### src/rtl/ysyx_24100012_rf_pkg.sv
// ysyx_24100012_rf_pkg: default register-file geometry and packed-bus slice helpers
package ysyx_24100012_rf_pkg;
    localparam int RF_WIDTH     = 32;
    localparam int RF_N_REG     = 32;
    localparam int RF_INDEX_LEN = 5;

    function automatic int slice_lo(input int k, input int w);
        return k * w;
    endfunction

    function automatic int slice_hi(input int k, input int w);
        return k * w + w - 1;
    endfunction
endpackage

### src/rtl/ysyx_24100012_Reg.sv
// ysyx_24100012_Reg: one storage entry with synchronous clear and write enable
module ysyx_24100012_Reg #(
    parameter int WIDTH = 32
) (
    input  logic             clk,
    input  logic             rst,
    input  logic             i_wen,
    input  logic [WIDTH-1:0] i_wdata,
    output logic [WIDTH-1:0] o_rdata
);
    logic [WIDTH-1:0] r_q;
    always_ff @(posedge clk)
        r_q <= rst ? '0 : (i_wen ? i_wdata : r_q);
    assign o_rdata = r_q;
endmodule

### src/rtl/ysyx_24100012_regfile_mp.sv
// ysyx_24100012_regfile_mp: multi-port register file with write bypass and busy scoreboard
module ysyx_24100012_regfile_mp import ysyx_24100012_rf_pkg::*; #(
    parameter int WIDTH     = RF_WIDTH,
    parameter int N_REG     = RF_N_REG,
    parameter int INDEX_LEN = RF_INDEX_LEN,
    parameter int N_RD      = 2,
    parameter int N_WR      = 2,
    parameter int BYPASS    = 1
) (
    input  logic                      clk,
    input  logic                      rst,
    input  logic [N_WR-1:0]           wen,
    input  logic [N_WR*INDEX_LEN-1:0] waddr,
    input  logic [N_WR*WIDTH-1:0]     wdata,
    input  logic [N_RD*INDEX_LEN-1:0] raddr,
    output logic [N_RD*WIDTH-1:0]     rdata,
    output logic [N_RD-1:0]           rbusy,
    input  logic                      alloc_valid,
    input  logic [INDEX_LEN-1:0]      alloc_idx,
    output logic                      alloc_ready
);
    localparam int N_IDX = 1 << INDEX_LEN;

    logic [INDEX_LEN-1:0] w_ra [N_RD];
    logic [INDEX_LEN-1:0] w_wa [N_WR];
    logic [WIDTH-1:0]     w_wdv [N_WR];
    logic [WIDTH-1:0]     w_regs [N_IDX];
    logic [WIDTH-1:0]     w_wd [N_IDX];
    logic [N_IDX-1:0]     w_we;
    logic [N_IDX-1:0]     w_busy;
    logic [N_IDX-1:0]     w_set;
    logic [N_REG-1:0]     r_busy;

    for (genvar k = 0; k < N_RD; k++) begin : g_ra
        assign w_ra[k] = raddr[slice_hi(k, INDEX_LEN):slice_lo(k, INDEX_LEN)];
    end
    for (genvar j = 0; j < N_WR; j++) begin : g_wa
        assign w_wa[j]  = waddr[slice_hi(j, INDEX_LEN):slice_lo(j, INDEX_LEN)];
        assign w_wdv[j] = wdata[slice_hi(j, WIDTH):slice_lo(j, WIDTH)];
    end

    // Ascending port order lets the highest-numbered port win a shared index.
    always_comb begin
        w_we = '0;
        for (int i = 0; i < N_IDX; i++) w_wd[i] = '0;
        for (int j = 0; j < N_WR; j++)
            if (wen[j] && !rst) begin
                w_we[w_wa[j]] = 1'b1;
                w_wd[w_wa[j]] = w_wdv[j];
            end
        for (int i = 0; i < N_IDX; i++)
            if (i == 0 || i >= N_REG) w_we[i] = 1'b0;
    end

    assign w_regs[0] = '0;
    for (genvar i = 1; i < N_IDX; i++) begin : g_reg
        if (i < N_REG) begin : g_st
            ysyx_24100012_Reg #(.WIDTH(WIDTH)) u_reg (
                .clk(clk), .rst(rst), .i_wen(w_we[i]), .i_wdata(w_wd[i]), .o_rdata(w_regs[i])
            );
        end else begin : g_nil
            assign w_regs[i] = '0;
        end
    end

    assign w_busy      = N_IDX'(r_busy);
    assign alloc_ready = alloc_valid && !rst && (!w_busy[alloc_idx] || w_we[alloc_idx]);
    assign w_set       = (alloc_ready && alloc_idx != '0) ? (N_IDX'(1) << alloc_idx) : '0;

    always_comb begin
        rdata = '0;
        rbusy = '0;
        for (int k = 0; k < N_RD; k++) begin
            rdata[slice_lo(k, WIDTH) +: WIDTH] = w_regs[w_ra[k]];
            for (int j = 0; j < N_WR; j++)
                if (BYPASS != 0 && wen[j] && w_we[w_wa[j]] && w_wa[j] == w_ra[k])
                    rdata[slice_lo(k, WIDTH) +: WIDTH] = w_wdv[j];
            rbusy[k] = w_busy[w_ra[k]];
        end
    end

    // Set is applied after clear so a same-cycle allocation keeps the register busy.
    always_ff @(posedge clk)
        r_busy <= rst ? '0 : ((r_busy & ~w_we[N_REG-1:0]) | w_set[N_REG-1:0]);
endmodule

### config.mk
export PLATFORM = sky130hd
export DESIGN_NAME = ysyx_24100012_regfile_mp
export DESIGN_NICKNAME = d
export VERILOG_FILES = /design/src/rtl/ysyx_24100012_rf_pkg.sv /design/src/rtl/ysyx_24100012_Reg.sv /design/src/rtl/ysyx_24100012_regfile_mp.sv
export SDC_FILE = /design/constraint.sdc
export NUM_CORES = 2
export LEC_CHECK = 0
export BUFFER_PORTS_ARGS = -buffer_cell sky130_fd_sc_hd__buf_2
export CAP_MARGIN = 20
export CORE_UTILIZATION = 46
export CTS_CLUSTER_SIZE = 12
export DETAILED_ROUTE_END_ITERATION = 6
export PLACE_DENSITY = 0.68
export SKIP_LAST_GASP = 1
export SYNTH_ARGS = -nofsm -noshare
export SYNTH_HDL_FRONTEND = slang
export SYNTH_HIERARCHICAL = 1
export SYNTH_SLANG_ARGS = --single-unit
### constraint.sdc
create_clock -name clk -period 4.6 [get_ports clk]
set_clock_uncertainty 0.15 [all_clocks]
set_input_delay 0.46 -clock clk [delete_from_list [all_inputs] [get_ports clk]]
set_output_delay 0.46 -clock clk [all_outputs]
set_load 0.01 [all_outputs]
==> results.md <==
Outcome:
- The run finished with clean final reports.

GRT:
- The first global-routing pass estimated about 380,000 um of wire.
- The total overflow left after global routing is 0.
- The number of global-route vias before repair came to 54,483.
- The number of antenna violations at the first check in global routing came to 16.
- For this run, the total global-route usage over all layers was measured as 0.351.
- Entering global routing, the biggest net connects 180 pins.

Setup path:
- At the worst endpoint, the required time is 3.99 ns.
- The peak fanout along the critical path is 32.
- The critical path is of the in2out type.
- STA puts the critical path data arrival time at 3.87 ns.
- The category of the worst setup path launch point is an input pin.
- The critical path endpoint category is an output pin.

Clock tree:
- The count of H-tree levels built during CTS is 3.
- The source-to-sink clock delay at the later pin of the worst-skew pair is approximately 0.76 ns.
- The TritonCTS clock tree is yes.
- The number of clock buffers added by TritonCTS is 111.
- The tree is rooted in a clkbuf_16.
- Once the clock tree was built, the resizer swapped 0 gates to a different size.
- The buffer levels on the longest clock path is 3.
- The clock net in this run drives a total of 1,024 sinks.
- The clock-pin slew of the registers on the worst-case setup and hold paths is 0.06 ns.

Die:
- The initial utilization of the core area, before any placement, comes to 0.463.
- Row generation in the floorplan step produced 140 rows.
- The die covers 0.148 mm^2.
- The chip height is ~380 um.
- During I/O placement, the number of pins put on the boundary was 161.
- The core outline area is 0.145 mm^2.
- The chip width is ~380 um.

Synth:
- The cell area that synthesis handed to floorplanning was 0.0673 mm^2.
- Synthesis produced 6,100 cells.
- Of all flip-flops after synthesis, the portion carrying an async set or reset was 0.
- Counting flops with a built-in enable in the synthesized netlist gives 0.
- The Yosys step of the flow raised 6 warnings.
- The sequential cell area fraction in the yosys report is 0.304.
- The total nets after synthesis is 6,194.
- The number of library cell types mapped by synthesis is 69.
- Of all cell types, the one taking the most synthesized area is dfxtp_1.
- After synthesis, the cell types taking the most area are dfxtp_1 (30%), mux4_2 (21%), mux2i_1 (15%).
- The most frequently used flop master after synthesis is dfxtp_1.
- Ranked by instance count, the synthesized netlist is headed by a22o_1 (1,055), nor2_1 (1,046), dfxtp_1 (1,024).
- The share of Yosys cell area claimed by the top area cell type is 0.304.
- Counting flops and latches in the post-synthesis netlist gives 1,024.
- A synthesized cell averages 11.0 um^2.
- The most numerous cell in the Yosys netlist is a22o_1.

Pwr:
- VDD sags by at most 0.287 mV.
- The standby leakage power is 24.6 nW.
- The design draws 20.0 mW.
- The total power density per cell area is between 200 and 300 mW/mm^2.

Min path:
- The class of the worst hold path is in2reg.

Routing:
- The number of DRC violations after detailed-routing iteration 0 is 8,917.
- The final routed DRC violation total is 0.
- The antenna violation net count after detailed routing is 0.
- The number of iterations in the first detailed-routing pass is 6.
- Summing over every cut layer, the via total after detailed routing is 57,003.
- After detailed routing, the average wire length per cell comes to 34.2 um.
- The wire length after detailed routing is 268,000 um.
- The average via count per standard cell is 7.28.

Placement:
- The congestion estimate from routability-driven global placement came to 0.934.
- The count of buffers added on input and output ports is 160.
- Summing all placed instances gives a cell area of 0.0690 mm^2.
- After detailed placement, the design holds a cell count of 7,624.
- The placed wire-length estimate after detailed placement is 156,000 um.
- The post-placement worst setup slack is 0.129 ns.

Job:
- The count of maximum capacitance violations is 0.

Final layout:
- The area of all placed cells without fillers is 0.0726 mm^2.
- The final standard cell utilization of the core is 0.500.
- After the flow finishes, the layout carries non-filler instances totaling 7,832.
- The final-stage net count is 5,917.
- In the final layout, the share of cells above drive strength 1 is 0.265.
- The area growth from synthesis to layout is 7.86%.

STA:
- After layout, the worst setup slack is 0.118 ns.
- The final period demand of the worst path is 4.48 ns.
- In this run the tightest slew margin relative to its limit is 0.270.
- The actual slew at the worst max-slew pin is approximately 1.1 ns.
- Dividing the final minimum period by the clock period gives 0.974.
- The highest clock rate is 0.223 GHz.
- Summed over all failing endpoints, the final setup total negative slack is 0 ns.
- Across all hold checks on the routed design, the worst slack comes to 0.0304 ns.
- The number of slew-limit violations in the final report is 0.
- The hold violation total from the final report is 0.
- Setup violations remaining at the end of the flow were counted as 0.
- Setup repair after global routing left no endpoint under its margin.
-- cells in the final DEF, fill, tap and decap left out, types with 5 or more instances in the layout --
master,count
nand3_1,9
diode_2,10
mux2_2,230
mux4_2,616
a22o_1,1055
nand2_1,17
inv_1,34
mux2i_1,1001
clkbuf_8,22
nor3_1,5
buf_2,151
nand3b_1,7
nor2b_1,5
clkinv_2,17
a22oi_1,8
a21oi_1,7
buf_12,39
clkbuf_1,31
buf_4,228
xnor2_1,10
nand2b_1,7
nor2_4,36
o32ai_1,23
nor3_2,27
mux2_1,10
clkbuf_16,112
o22ai_4,26
nor2_1,1010
dfxtp_1,1024
xor2_1,13
buf_8,5
o21ai_0,6
bufinv_16,8
mux2_4,20
-- worst paths after layout --
check,start,to,slack (ns),depth (start not counted)
worst min register to register,r_busy[17]$_SDFF_PP0_,r_busy[17]$_SDFF_PP0_,0.36,2
worst max register to register,r_busy[7]$_SDFF_PP0_,r_busy[5]$_SDFF_PP0_,1.97,7
worst max-delay path,waddr[5],rdata[32],0.12,12
worst min-delay path,alloc_idx[4],r_busy[2]$_SDFF_PP0_,0.03,4
-- critical path, cell delays in order --
cell and delay, ns:
buf_2 0.13, or4b_1 0.58, buf_12 0.21, o22ai_4 0.19
mux4_2 0.25, o22ai_1 0.12, nor4_2 0.41, o211ai_2 0.22
nor4_4 0.38, buf_12 0.32, mux2_2 0.37, buf_2 0.14
-- cells by family (layout without fill, tap and decap cells) --
group / count (synthesis) / in the layout / synth area share
multiplexers: 1877 / 1877 / 0.399
AND/OR/NAND/NOR: 1167 / 1167 / 0.0697
AO/OA/AOI/OAI: 1157 / 1157 / 0.149
flip-flops: 1024 / 1024 / 0.304
buffers and inverters: 852 / 657 / 0.0744
XOR/XNOR: 23 / 23 / 0.00299
other: 0 / 10 / 0
-- routing by layer --
layer  track usage  wire length (um)  vias to the layer above
met3         0.124             36600                     1187
met5       0.00422               188                        -
met2         0.521            116000                     4775
li1              -                 -                    22740
met4         0.221             19500                       16
met1         0.433             95500                    28285
-- where the power goes --
| part | internal (mW) | leakage [nW] | switching, mW | total [mW] |
|---|---|---|---|---|
| sequential | 8.87 | 8.24 | 0.00473 | 8.88 |
| combinational | 0.534 | 14.6 | 1.34 | 1.87 |
| clock | 5.25 | 1.78 | 3.97 | 9.22 |
| total | 14.7 | 24.6 | 5.31 | 20.0 |
-- sequential cells by signal (all words and copies together) (netlist names) --
| name | cells |
|---|---|
| r_busy | 32 |
| g.g_st.u_reg/o_rdata | 992 |
-- layout make-up --
cell class / count / area, um^2
fill: 12779 / 72800
multi-input combinational: 4224 / 42600
sequential: 1024 / 20500
timing repair buffer: 427 / 3360
clock buffer: 165 / 3220
tap: 1917 / 2400
clock inverter: 30 / 377
inverter: 35 / 131
antenna: 10 / 25.0
-- repair_timing --
action                     4_1_cts  5_1_grt
buffers inserted                 0        1
setup endpoints to repair        0       64
hold endpoints to repair         1        0
hold buffers                     1        0
(Power assumes the default switching activity.)
